## src/rtl/core_sequencer.sv

```systemverilog
// Multi-cycle core control FSM: FETCH/DECODE/EXEC/MEM/WRITE with FPU and memory/UART stalls.
// Optional single-step gating of FETCH->DECODE when SEQ_STEP_EN is defined.
module core_sequencer #(
  parameter int unsigned FPU_TIMEOUT = 64,
  parameter int unsigned CNT_W       = 32
) (
  input  logic             clk,
  input  logic             rst,
  input  logic             run,
`ifdef SEQ_STEP_EN
  input  logic             step,
`endif
  output logic [2:0]       state,
  input  logic             use_fpu,
  input  logic             mem_read,
  input  logic             mem_write,
  input  logic             data_in,
  input  logic             data_out,
  output logic             fpu_start,
  input  logic             fpu_done,
  output logic             mem_req,
  input  logic             mem_ack,
  output logic             io_req,
  input  logic             io_ack,
  output logic             pc_we,
  output logic             wb_en,
  output logic             fatal,
  output logic [CNT_W-1:0] retired
);

  typedef enum logic [2:0] {
    FETCH  = 3'd0,
    DECODE = 3'd1,
    EXEC   = 3'd2,
    MEM    = 3'd3,
    WRITE  = 3'd4,
    HALT   = 3'd7
  } state_t;

  localparam int unsigned CW = (FPU_TIMEOUT > 2) ? $clog2(FPU_TIMEOUT) : 1;
  localparam logic [CW-1:0] CNT_LAST = CW'(FPU_TIMEOUT - 1);

  state_t        cur, nxt;
  logic [CW-1:0] exec_cnt;
  logic          flag_mem, flag_io;
  logic          exec_first;
  logic          go;

`ifdef SEQ_STEP_EN
  logic step_q;

  always_ff @(posedge clk or posedge rst) begin
    if (rst) step_q <= 1'b0;
    else     step_q <= step;
  end

  // Only an edge seen while parked in FETCH launches an instruction.
  assign go = run & step & ~step_q;
`else
  assign go = run;
`endif

  assign exec_first = (exec_cnt == '0);

  always_ff @(posedge clk or posedge rst) begin
    if (rst) begin
      cur      <= FETCH;
      exec_cnt <= '0;
      flag_mem <= 1'b0;
      flag_io  <= 1'b0;
      fatal    <= 1'b0;
      retired  <= '0;
    end else begin
      cur <= nxt;
      if (cur == EXEC && nxt == EXEC) exec_cnt <= exec_cnt + CW'(1);
      else                            exec_cnt <= '0;
      // data_in/data_out are only valid in the first EXEC cycle, so capture there.
      if (cur == EXEC && exec_first) begin
        flag_mem <= mem_read | mem_write;
        flag_io  <= data_in | data_out;
      end
      if (cur != HALT && nxt == HALT) fatal <= 1'b1;
      if (cur == WRITE) retired <= retired + CNT_W'(1);
    end
  end

  always_comb begin
    nxt       = cur;
    fpu_start = 1'b0;
    mem_req   = 1'b0;
    io_req    = 1'b0;
    pc_we     = 1'b0;
    wb_en     = 1'b0;
    case (cur)
      FETCH:  if (go) nxt = DECODE;
      DECODE: nxt = EXEC;
      EXEC: begin
        if (use_fpu) begin
          fpu_start = exec_first;
          if (fpu_done)                  nxt = MEM;
          else if (exec_cnt == CNT_LAST) nxt = HALT;
        end else begin
          nxt = MEM;
        end
      end
      MEM: begin
        if (flag_mem) begin
          mem_req = 1'b1;
          if (mem_ack) nxt = WRITE;
        end else if (flag_io) begin
          io_req = 1'b1;
          if (io_ack) nxt = WRITE;
        end else begin
          nxt = WRITE;
        end
      end
      WRITE: begin
        pc_we = 1'b1;
        wb_en = 1'b1;
        nxt   = FETCH;
      end
      HALT:    nxt = HALT;
      default: nxt = HALT;
    endcase
  end

  assign state = cur;

endmodule
```

## config.mk

```make
export PLATFORM = sky130hd
export DESIGN_NAME = core_sequencer
export DESIGN_NICKNAME = d
export VERILOG_FILES = /design/src/rtl/core_sequencer.sv
export SDC_FILE = /design/constraint.sdc
export NUM_CORES = 1
export LEC_CHECK = 0
export CORE_ASPECT_RATIO = 0.75
export CORE_UTILIZATION = 50
export CTS_BUF_LIST = sky130_fd_sc_hd__clkbuf_4
export DETAILED_ROUTE_END_ITERATION = 10
export PLACE_DENSITY = 0.8
export SLEW_MARGIN = 10
export SYNTH_ARGS = -nofsm -noshare
export SYNTH_HDL_FRONTEND = slang
export SYNTH_SLANG_ARGS = --single-unit
```

## constraint.sdc

```tcl
create_clock -name clk -period 2.83 [get_ports clk]
set_clock_uncertainty 0.2 [all_clocks]
set_input_delay 0.566 -clock clk [delete_from_list [all_inputs] [get_ports clk]]
set_output_delay 0.566 -clock clk [all_outputs]
set_load 0.01 [all_outputs]
```

==> results by group <==
Status
  • Status: finished clean

Final layout
  • Nets: 274
  • Inserted Diodes: 0
  • Area delta synth->final: 27.75%
  • Final instance area: 2823 um^2
  • Share of layout cells above drive strength 1: 0.09962
  • Filler cell count: 348
  • Commonest non-fill, non-tap cell in the layout: clkdlybuf4s50_1
  • Commonest cells after routing, fill and taps aside: 51 x clkdlybuf4s50_1, 41 x dfrtp_1, 21 x xor2_1, 17 x nor2_1

Global routing
  • Grt met2 use: 0.2969
  • Number of global-route vias before repair: 1,552
  • Largest net degree at the start of global routing: 45
  • Met1 Use GR: 0.3072
  • Grt met3 use: 0.04923
  • Overflow after GRT: 0
  • Initial antenna violation count: 0
  • Gr busiest metal: met1
  • First-pass GRT wire length: 7383 um
  • Total GRT Usage: 0.2104

Clock network
  • H-tree Lvls: 2
  • CTS max path bufs: 2
  • CTS tree: yes
  • Worst-Skew Late Latency: 0.35 ns
  • Clock transition at the registers of the reported paths: 0.12 ns
  • CTS buffer count: 5
  • CTS Root Cell: clkbuf_4
  • Clock Sinks: 44
  • CTS Hold Bufs: 0

STA
  • Min Hold Slack: 0.2887 ns
  • Slew Limit Fails: 0
  • Hold Fails Final Rpt: 0
  • Fmax: 366.3 MHz
  • Final period utilization: 0.9645
  • Post-layout min period: 2.730 ns
  • Worst slew pin tran: 0.5386 ns
  • Setup Viol. Count Final: 0
  • Setup TNS: 0 ns
  • Headroom to the max-slew limit: 0.6409

Place
  • Placer Congestion: 0.7647
  • Dpl hpwl: 3183 um
  • Port Buffers: 51
  • Placed instance area: 2750 um^2

Power
  • Worst VDD drop: 0.2792 mV
  • Cell Int Power: 0.8379 mW
  • Comb power frac: 0.115
  • Total power: 1.135 mW
  • PwrDens: 402.0 nW/um^2
  • Clock Power Share: 0.268
  • Net Sw Frac: 0.2616
  • Net Sw Power: 0.2969 mW
  • Sequential share of power: 0.617
  • P_leak: 1.246 nW

Worst setup path
  • Crit path launch type: flip-flop
  • R2R Path Start: exec_cnt[0]
  • CP Max Fanout: 9
  • Crit-path slowest cell: clkdlybuf4s50_1
  • CP arrival: 1.96 ns
  • Critical path type: reg -> out
  • Critical Path Sink Type: output pin
  • CP Cell Sequence: nand2b_1 -> nor2_1 -> nand3_2 -> nor2_1 -> clkdlybuf4s50_1
  • CP Data Required Time: 2.06 ns
  • Worst path max stage delay: 0.53 ns
  • Most numerous cell on the critical path: nor2_1
  • Critical path startpoint: state[0]

Yosys
  • Mapped Cells: 207
  • Synthesis warning total: 0
  • Net count after synthesis: 221
  • Sequential area share after synthesis: 0.4983
  • Synth Cell Area: 2210 um^2
  • Area leader, netlist: dfrtp_1
  • Synth unique cells: 41
  • Synth top area cells: dfrtp_1 50%, xor2_1 8.3%, xnor2_1 5.9%
  • Mean post-synth cell area: 10.67 um^2
  • FF+latch count, synth: 44
  • Post-synth top area share: 0.4983

Route
  • # DRC: 0
  • DR vias: 1,710
  • Via/cell ratio: 5.411
  • Routed Antenna Nets: 0
  • Drt first pass iters: 4
  • Detailed Route Iter0 Violations: 66
  • WL final: 4545 um
  • WL/cell: 14.38 um

Floorplanning
  • Die width: 78.76 um
  • Initial Util: 0.5319
  • Area of the core: 4154 um^2
  • Rows: 20
  • Die Y: 59.57 um
  • Ports: 52
  • Die area: 4692 um^2

Run
  • Max-cap viol count: 0

Worst hold path
  • Min-delay worst type: reg -> reg
  • Min-delay src: retired[31]
==> metal layers <==
layer	wire length [um]	part of all wire	vias to the layer above
li1	-	-	835
met1	2270	0.50	826
met2	2044	0.45	45
met3	193	0.042	4
met4	37	0.0081	0
met5	0	0	-
==> worst paths after layout <==
path | to | slack, ns | depth (start not counted)
min in group asynchronous | retired[9] | 0.43 | 3
worst max register to register | exec_cnt[4] | 0.70 | 5
worst max-delay path | fpu_start | 0.10 | 5
max in group asynchronous | state[1] | 1.60 | 3
worst min-delay path | retired[31] | 0.29 | 1
worst min register to register | retired[31] | 0.29 | 1
==> sequential cells by signal, summed over array words and instances (netlist names) <==
| signal | cells |
|---|---|
| exec_cnt | 6 |
| fatal | 1 |
| flag_io | 1 |
| flag_mem | 1 |
| retired | 32 |
| state | 3 |
==> final cells by class <==
class                      instances  area [um^2]  area share
multi-input combinational        144         1013      0.3590
tap                               55        68.82     0.02438
timing repair buffer              54        533.0      0.1888
clock buffer                       7        52.55     0.01862
clock inverter                     1        3.754    0.001330
sequential                        44         1105      0.3914
inverter                          11        46.29     0.01640
==> repair_timing <==
item / 4_1_cts / 5_1_grt
pin swaps: 0 / 0
gates resized for setup: 1 / 3
setup endpoints to repair: 1 / 3
buffers inserted: 0 / 1
==> critical path: cells and delay by family, from the launching register on <==
kind	cells	cell delay, ns
buffers and inverters	1	0.53
DFF	1	0.48
and+or+nand+nor	4	0.62
==> logic make-up after synthesis <==
kind of cell | after synthesis | share of synthesized area
AND/OR/NAND/NOR | 92 | 0.2520
flip-flops | 44 | 0.4983
XOR/XNOR | 36 | 0.1427
buffers and inverters | 19 | 0.04529
AO/OA/AOI/OAI | 10 | 0.03058
multiplexers | 3 | 0.01416
adder cells (fa/ha/maj) | 3 | 0.01699
==> through the flow <==
stage          cells    util  worst slack (ns)
2_1_floorplan    207       -            0.8526
3_3_place_gp     307  0.6620            0.3539
3_5_place_dp     307  0.6620            0.3494
4_1_cts          315  0.6759          0.007873
5_1_grt          316  0.6795          -0.01826
6_report         316  0.6795            0.1003
==> cells in the mapped netlist (all sizes together) <==
| master | count |
|---|---|
| clkbuf | 2 |
| and2 | 1 |
| and4 | 5 |
| nand2b | 2 |
| a21oi | 2 |
| xor2 | 21 |
| xnor2 | 15 |
| dfrtp | 44 |
| buf | 6 |
| and3 | 5 |
| nand4bb | 1 |
| nand3b | 1 |
| mux2i | 2 |
| or3b | 1 |
| o22ai | 1 |
| nand3 | 13 |
| inv | 11 |
| nor4 | 15 |
| a31oi | 1 |
| a22oi | 1 |
| a311o | 1 |
| mux2 | 1 |
| nand4 | 9 |
| ha | 3 |
| nand2 | 15 |
| nor2 | 17 |
| nor3 | 5 |
| or3 | 2 |
| o21ai | 2 |
| o221ai | 1 |
| o22a | 1 |
==> power groups by stage <==
stage               Clock [mW]  Combinational, mW  Sequential, mW
global route             0.348              0.148           0.704
CTS                      0.311              0.132           0.699
floorplan                    0             0.0650           0.708
finish                   0.304              0.131           0.700
detailed placement           0              0.132           0.712
global placement             0              0.130           0.711
No activity file was read; power rests on OpenSTA's default activity.
